[src/rtl/rom_seq_pkg.sv]
// Shared definitions for rom_seq_ctrl: opcodes, ALU op codes, instruction field
// positions, FSM state encoding and the combinational opcode decoder.
package rom_seq_pkg;

  localparam int unsigned OPC_HI = 8;
  localparam int unsigned OPC_LO = 6;
  localparam int unsigned RD_HI  = 5;
  localparam int unsigned RD_LO  = 3;
  localparam int unsigned RS_HI  = 2;
  localparam int unsigned RS_LO  = 0;

  localparam logic [2:0] OP_LOAD = 3'b000;
  localparam logic [2:0] OP_MOVE = 3'b001;
  localparam logic [2:0] OP_ADD  = 3'b010;
  localparam logic [2:0] OP_XOR  = 3'b011;
  localparam logic [2:0] OP_HALT = 3'b100;

  localparam logic [1:0] ALU_OP_PASS = 2'b00;
  localparam logic [1:0] ALU_OP_ADD  = 2'b01;
  localparam logic [1:0] ALU_OP_XOR  = 2'b10;

  typedef enum logic [3:0] {
    ST_IDLE,
    ST_FETCH,
    ST_DECODE,
    ST_EXEC,
    ST_AWAIT,
    ST_WB,
    ST_ADV,
    ST_SETTLE,
    ST_HALT
  } state_t;

  typedef struct packed {
    logic       to_wb;
    logic       to_exec;
    logic       illegal;
    logic       imm_sel;
    logic [1:0] alu_op;
  } dec_t;

  // Neither to_wb nor to_exec means the sequencer stops (HALT or illegal).
  function automatic dec_t decode_op(input logic [2:0] op);
    dec_t d;
    d        = '0;
    d.alu_op = ALU_OP_PASS;
    case (op)
      OP_LOAD: begin
        d.to_wb   = 1'b1;
        d.imm_sel = 1'b1;
      end
      OP_MOVE: d.to_wb = 1'b1;
      OP_ADD: begin
        d.to_exec = 1'b1;
        d.alu_op  = ALU_OP_ADD;
      end
      OP_XOR: begin
        d.to_exec = 1'b1;
        d.alu_op  = ALU_OP_XOR;
      end
      OP_HALT: d.illegal = 1'b0;
      default: d.illegal = 1'b1;
    endcase
    return d;
  endfunction

endpackage

[src/rtl/rom_seq_ctrl.sv]
// Multi-cycle sequencer for the 9-bit instruction / 16-bit immediate program store.
// Optional ALU watchdog enabled by defining ROM_SEQ_ALU_TIMEOUT_EN.
module rom_seq_ctrl
  import rom_seq_pkg::*;
#(
  parameter int unsigned IW          = 9,
  parameter int unsigned DW          = 16,
  parameter int unsigned CNT_W       = 8,
  parameter int unsigned ALU_TIMEOUT = 16
) (
  input  logic             clk,
  input  logic             rst_n,
  input  logic             run,
  input  logic [IW-1:0]    instruction,
  input  logic [DW-1:0]    data_var,
  output logic             step,
  output logic [2:0]       rd_sel,
  output logic [2:0]       rs_sel,
  output logic [DW-1:0]    imm_out,
  output logic             imm_sel,
  output logic [1:0]       alu_op,
  output logic             alu_start,
  input  logic             alu_done,
  output logic             reg_we,
  output logic             busy,
  output logic             done,
  output logic             illegal,
  output logic [CNT_W-1:0] retired
);

  if (ALU_TIMEOUT == 0) begin : g_bad_timeout
    $error("rom_seq_ctrl: ALU_TIMEOUT must be nonzero");
  end

  state_t           r_state;
  logic [2:0]       r_ir_op;
  logic [DW-1:0]    r_imm;
  logic [2:0]       r_rd_sel;
  logic [2:0]       r_rs_sel;
  logic [1:0]       r_alu_op;
  logic             r_step;
  logic             r_alu_start;
  logic             r_reg_we;
  logic             r_imm_sel;
  logic             r_busy;
  logic             r_done;
  logic             r_illegal;
  logic [CNT_W-1:0] r_retired;
  dec_t             w_dec;

`ifdef ROM_SEQ_ALU_TIMEOUT_EN
  localparam int unsigned TW = $clog2(ALU_TIMEOUT + 1);
  logic [TW-1:0] r_tmo;
`endif

  assign w_dec = decode_op(r_ir_op);

  // Outputs are registered: each is asserted during the cycle spent in its state.
  always_ff @(posedge clk) begin
    if (!rst_n) begin
      r_state     <= ST_IDLE;
      r_ir_op     <= '0;
      r_imm       <= '0;
      r_rd_sel    <= '0;
      r_rs_sel    <= '0;
      r_alu_op    <= '0;
      r_step      <= 1'b0;
      r_alu_start <= 1'b0;
      r_reg_we    <= 1'b0;
      r_imm_sel   <= 1'b0;
      r_busy      <= 1'b0;
      r_done      <= 1'b0;
      r_illegal   <= 1'b0;
      r_retired   <= '0;
`ifdef ROM_SEQ_ALU_TIMEOUT_EN
      r_tmo       <= '0;
`endif
    end else begin
      r_step      <= 1'b0;
      r_alu_start <= 1'b0;
      r_reg_we    <= 1'b0;
      r_imm_sel   <= 1'b0;
      case (r_state)
        ST_IDLE: begin
          if (run) begin
            r_state <= ST_FETCH;
            r_busy  <= 1'b1;
          end
        end
        ST_FETCH: begin
          r_ir_op  <= instruction[OPC_HI:OPC_LO];
          r_rd_sel <= instruction[RD_HI:RD_LO];
          r_rs_sel <= instruction[RS_HI:RS_LO];
          r_imm    <= data_var;
          r_state  <= ST_DECODE;
        end
        ST_DECODE: begin
          r_alu_op <= w_dec.alu_op;
          if (w_dec.to_wb) begin
            r_state   <= ST_WB;
            r_reg_we  <= 1'b1;
            r_imm_sel <= w_dec.imm_sel;
          end else if (w_dec.to_exec) begin
            r_state     <= ST_EXEC;
            r_alu_start <= 1'b1;
          end else begin
            r_state   <= ST_HALT;
            r_busy    <= 1'b0;
            r_done    <= 1'b1;
            r_illegal <= r_illegal | w_dec.illegal;
          end
        end
        ST_EXEC: begin
          r_state <= ST_AWAIT;
`ifdef ROM_SEQ_ALU_TIMEOUT_EN
          r_tmo   <= TW'(ALU_TIMEOUT);
`endif
        end
        ST_AWAIT: begin
          if (alu_done) begin
            r_state  <= ST_WB;
            r_reg_we <= 1'b1;
          end
`ifdef ROM_SEQ_ALU_TIMEOUT_EN
          else if (r_tmo <= TW'(1)) begin
            r_state   <= ST_HALT;
            r_busy    <= 1'b0;
            r_done    <= 1'b1;
            r_illegal <= 1'b1;
            r_tmo     <= '0;
          end else begin
            r_tmo <= r_tmo - TW'(1);
          end
`endif
        end
        ST_WB: begin
          r_retired <= r_retired + CNT_W'(1);
          r_step    <= 1'b1;
          r_state   <= ST_ADV;
        end
        ST_ADV:    r_state <= ST_SETTLE;
        ST_SETTLE: r_state <= ST_FETCH;
        ST_HALT:   r_state <= ST_HALT;
        default:   r_state <= ST_IDLE;
      endcase
    end
  end

  assign step      = r_step;
  assign rd_sel    = r_rd_sel;
  assign rs_sel    = r_rs_sel;
  assign imm_out   = r_imm;
  assign imm_sel   = r_imm_sel;
  assign alu_op    = r_alu_op;
  assign alu_start = r_alu_start;
  assign reg_we    = r_reg_we;
  assign busy      = r_busy;
  assign done      = r_done;
  assign illegal   = r_illegal;
  assign retired   = r_retired;

endmodule

[config.mk]
export PLATFORM = sky130hd
export DESIGN_NAME = rom_seq_ctrl
export DESIGN_NICKNAME = d
export VERILOG_FILES = /design/src/rtl/rom_seq_pkg.sv /design/src/rtl/rom_seq_ctrl.sv
export SDC_FILE = /design/constraint.sdc
export NUM_CORES = 1
export LEC_CHECK = 0
export ABC_AREA = 1
export ABC_CLOCK_PERIOD_IN_PS = 3000
export BUFFER_PORTS_ARGS = -buffer_cell sky130_fd_sc_hd__buf_2
export CELL_PAD_IN_SITES_DETAIL_PLACEMENT = 1
export CELL_PAD_IN_SITES_GLOBAL_PLACEMENT = 1
export CORE_MARGIN = 10
export CORE_UTILIZATION = 36
export DETAILED_ROUTE_END_ITERATION = 8
export GPL_ROUTABILITY_DRIVEN = 0
export MAX_ROUTING_LAYER = met4
export PLACE_DENSITY = 0.84
export SYNTH_ARGS = -nofsm -noshare
export SYNTH_HDL_FRONTEND = slang
export SYNTH_SLANG_ARGS = --single-unit
[constraint.sdc]
create_clock -name clk -period 3 [get_ports clk]
set_input_delay 0.3 -clock clk [delete_from_list [all_inputs] [get_ports clk]]
set_output_delay 0.3 -clock clk [all_outputs]
set_load 0.05 [all_outputs]
## After elaboration in Yosys (flattened, before gate mapping)

Index checks and enable logic that the tools add are counted.
Widths: inputs -> output; s select.

| storage, ports and cells | value |
|---|---|
| word-level logic and storage cells | 66 |
| output and inout port bits | 39 |
| input port bits | 29 |
| register bits after elaboration | 46 |

| operators by class | value |
|---|---|
| reductions and logical operators | 11 |
| add/sub/neg operators | 1 |
| bitwise operators | 5 |
| muxes and demuxes | 19 |
| equality and inequality tests | 16 |

Operators by type and width:

| cell | count |
|---|---|
| $pmux 4 s9 | 1 |
| $eq 4x3->1 const B | 4 |
| $mux 4 | 4 |
| $mux 1 | 11 |
| $add 8x1->8 const B | 1 |
| $eq 4x2->1 const B | 2 |
| $ne 2x2->1 const B | 4 |
| $eq 3x2->1 const B | 2 |
| $reduce_and 3->1 | 2 |
| $reduce_or 5->1 | 1 |
| $eq 4x1->1 const B | 1 |
| $eq 4x4->1 const B | 1 |
| $logic_not 4->1 | 1 |
| $not 1->1 | 4 |
| $pmux 1 s2 | 2 |
| $pmux 2 s2 | 1 |
| $reduce_and 4->1 | 1 |
| $reduce_or 2->1 | 2 |
| $eq 3x1->1 const B | 1 |
| $eq 3x3->1 const B | 1 |
| $logic_not 3->1 | 1 |
| $reduce_or 3->1 | 1 |
| $reduce_and 2->1 | 1 |
| $reduce_bool 2->1 | 1 |
| $or 1x1->1 | 1 |

## Longest topological paths before layout

| logic depth | value |
|---|---|
| depth after elaboration | 6 |
| gate-level depth with buffers | 8 |
| gate-level depth less buffers | 8 |

## Worst setup path after synthesis

Ideal clock, no wire load.

| path | value |
|---|---|
| path kind | register -> register |
| from | register r_retired[1] (netlist: retired[1]) |
| to | register r_retired[4] (netlist: retired[4]) |
| period minus slack after synthesis | 1.482 ns |
| path buffers | 0 |
| arrival time | 1.409 ns |
| required time | 2.927 ns |
| slack | 1.518 ns |
| setup time | 0.073 ns |
| cell stages (with the launch flop) | 7 |
| cells stage by stage | dfxtp_1 > ha_1 > inv_1 > nor2_1 > xor2_1 > nand2_1 > a21oi_1 |

| on the way | value |
|---|---|
| word-level cells in the longest chain between the ends | 1 |

Ends and longest elaborated chain:

| what | RTL line | text |
|---|---|---|
| start, declared | rom_seq_ctrl.sv:48 | `logic [CNT_W-1:0] r_retired;` |
| start signal, assigned | rom_seq_ctrl.sv:137 | `r_retired <= r_retired + CNT_W'(1);` |
| $add 8x1->8 | rom_seq_ctrl.sv:137 |  |

Every way passes these cells.
A chain may end at the register's enable or synchronous reset.

## Final worst setup path

| path | value |
|---|---|
| from | register r_state[1] |
| to | register r_ir_op[2] |

| on the way | value |
|---|---|
| word-level cells in the longest chain between the ends | 1 |

Ends and longest elaborated chain:

| what | RTL line | text |
|---|---|---|
| start, declared | rom_seq_ctrl.sv:35 | `state_t r_state;` |
| start signal, assigned | rom_seq_ctrl.sv:61 | `r_state <= ST_IDLE;` |
| start signal, assigned | rom_seq_ctrl.sv:86 | `r_state <= ST_FETCH;` |
| start signal, assigned | rom_seq_ctrl.sv:95 | `r_state <= ST_DECODE;` |
| $eq 4x1->1 | rom_seq_ctrl.sv:83 | `case (r_state)` |
| end signal, assigned | rom_seq_ctrl.sv:91 | `r_ir_op <= instruction[OPC_HI:OPC_LO];` |
| end, declared | rom_seq_ctrl.sv:36 | `logic [2:0] r_ir_op;` |

Every way passes these cells.

==> flow_summary.ini <==
[synthesis]
synthFlopType = dfxtp_1
yosys-top-cells-count = nor2_1, dfxtp_1, o21ai_0
synth_top_cell_by_area = dfxtp_1
synth_seq_area_share_pct = 51.4
synth_edf_count = 0
synth_cells = 239
syn_nets = 269
ys_seq_elements = 46
netlist_area_mm2 = 0.00179
yosys.area.top_type_share_pct = 51.4
netlist_top_cells_area = dfxtp_1, nor2_1, o21ai_0, nand2_1, inv_1
synth.distinct_cells = 25
synth-async-reset-ratio_pct = 0
synth_area_per_cell_um2 = 7.49
ys_warn_count = 0
synth_most_common_cell = nor2_1

[place]
dp_hpwl_mm = 3.97
placed_cell_area_mm2 = 0.00216
io_buffers = 67

[floorplan]
die_width_um = 90.5
core-area_mm2 = 0.00479
row_count = 25
die_area_mm2 = 0.00819
io-pin-count = 68
dieHeight_um = 90.5
start_util_pct = 37.4

[timing]
fin_crit_sh_pct = 57.7
hold_viol_final = 0
fin_crit_ns = 1.73
slew_headroom_pct = 68.5
tightest_slew_ns = 0.473
holdWs_ns = 0.223
rsz0062_at_grt = false
finalSetupTns_ns = 0
final-setup-viol-count = 0
max_freq_mhz = 578
finalClockSkew_ns = 0.00652
final_max_slew_viol_count = 0

[min_path]
worstHoldStart = instruction[0]
hold_path_end = rs_sel[0]
hp-class = in -> reg
hold_depth = 3

[clock_network]
cts_buffers = 5
cts_hold_buf = 0
clk_path_buf_depth = 2
clock-sinks = 46
cts_tree = done
clk_latency_ns = 0.29
root_buffer = clkbuf_8
post-cts-setup-buffers = 0
ctsResizeCount = 0
clk_pin_slew_ns = 0.08
htree_levels = 2

[worst_setup_path]
critical_path_arrival_ns = 1.89
r2r_cells = 6
reg2reg_from = r_state[1]
cp.required_ns = 3.16
critPathMaxFanout = 29
regToRegEndpoint = r_ir_op[2]
r2r_slack_ns = 1.27
end_kind = register
critPathLaunchType = register
crit_type = reg -> reg

[route]
vias = 1749
wl_per_cell_um = 14.1
firstDrtPassIters = 4
drcViolationCount = 0
antenna_left = 0
via_per_inst = 4.70
drt-initial-drc-count = 77
drt_wl_total_mm = 5.25

[global_routing]
grt_use_total_pct = 13.4
grt.busiest_layer = met2
grt_max_degree = 38
antenna_found_initial = 0
grt_pass1_vias = 1874
grt_pass1_wl_mm = 9.05
use_met3_pct = 4.32
grt.overflow.total = 0
use_met2_pct = 20.7
use_met1_pct = 15.7

[cells_and_area]
fin_area_mm2 = 0.00224
nets = 335
diodes = 0
drive_gt1_share_pct = 25.6
synthToLayoutAreaGrowth_pct = 25.2

[power_and_ir_drop]
p_leak_uw = 0.00109
irDropWorstVdd_mv = 0.493
p_per_area_mw_per_mm2 = 1020

[job]
cap_violations = 0

[status]
status = completed
flip-flops by register name, summed over array words and instances, names as in the netlist:
signal	flops
rs_sel	3
alu_start	1
r_ir_op	3
imm_out	16
reg_we	1
illegal	1
done	1
imm_sel	1
busy	1
rd_sel	3
retired	8
r_state	4
alu_op	2
step	1
kinds of logic after synthesis:
logic type      Yosys count  synth area share, %
fa+ha+maj                 1                0.699
xor+xnor                  1                0.489
simple gates            111                 25.6
compound gates           49                 14.2
flops                    46                 51.4
buf+inv                  31                 7.55
final cells by class:
type / count / area (um^2)
multi-input cells: 162 / 734
repair buffers: 68 / 343
well taps: 67 / 83.8
clock buffers: 7 / 76.3
flip-flops and latches: 46 / 921
inverters: 22 / 82.6
fillers: 653 / 2540
report_power, final:
part           switching [uW]  leakage (uW)  internal (uW)
registers                89.7      0.000376            779
clock network             197     0.0000383            161
logic                     831      0.000679            222
critical path, cell delays in order, from the launching register on:
cell and delay (ns):
dfxtp_1 0.33, inv_1 0.11, nand2_2 0.10, nor2_4 0.40
inv_2 0.32, o21ai_0 0.25, a21oi_1 0.07
per-stage QoR:
stage                     util (%)  instances  total power (uW)  setup WS [ns]
after detailed placement      45.2        365              1940           1.26
final                         46.8        372              2280           1.27
after CTS                     46.8        372              2300           1.24
after global routing          46.8        372              2430           1.07
after global placement        45.2        365              1920           1.34
after floorplan                  -        239              1700           1.52
metal layers:
metal  vias up  share of wire (%)
met5         -                  0
met4         0                1.4
met3         8                6.9
met2        47                 45
met1       802                 47
li1        892                  -
how the worst max path moves through the flow:
stage / end / cells past startpoint / start / slack (ns)
3_3_place_gp: r_ir_op[0] / 5 / r_state[0] / 1.34
3_5_place_dp: r_ir_op[2] / 6 / r_state[1] / 1.26
2_1_floorplan: retired[4] / 6 / retired[1] / 1.52
4_1_cts: r_ir_op[2] / 6 / r_state[1] / 1.24
5_1_grt: r_ir_op[2] / 6 / r_state[1] / 1.07
6_report: r_ir_op[2] / 6 / r_state[1] / 1.27
layout by cell type (no fill, tap or decap), types with 2 or more instances in the layout:
master | netlist | routed
inv_1 | 20 | 20
clkbuf_1 | 3 | 2
o21ai_0 | 33 | 33
nand2_1 | 30 | 30
dfxtp_1 | 46 | 46
buf_2 | 3 | 67
nand2_2 | 2 | 2
a21oi_1 | 12 | 12
nand3_1 | 11 | 11
clkbuf_8 | 0 | 5
nor2_1 | 61 | 61
o21bai_1 | 2 | 2
nand3b_1 | 2 | 2
No activity file was read; power rests on OpenSTA's default activity.
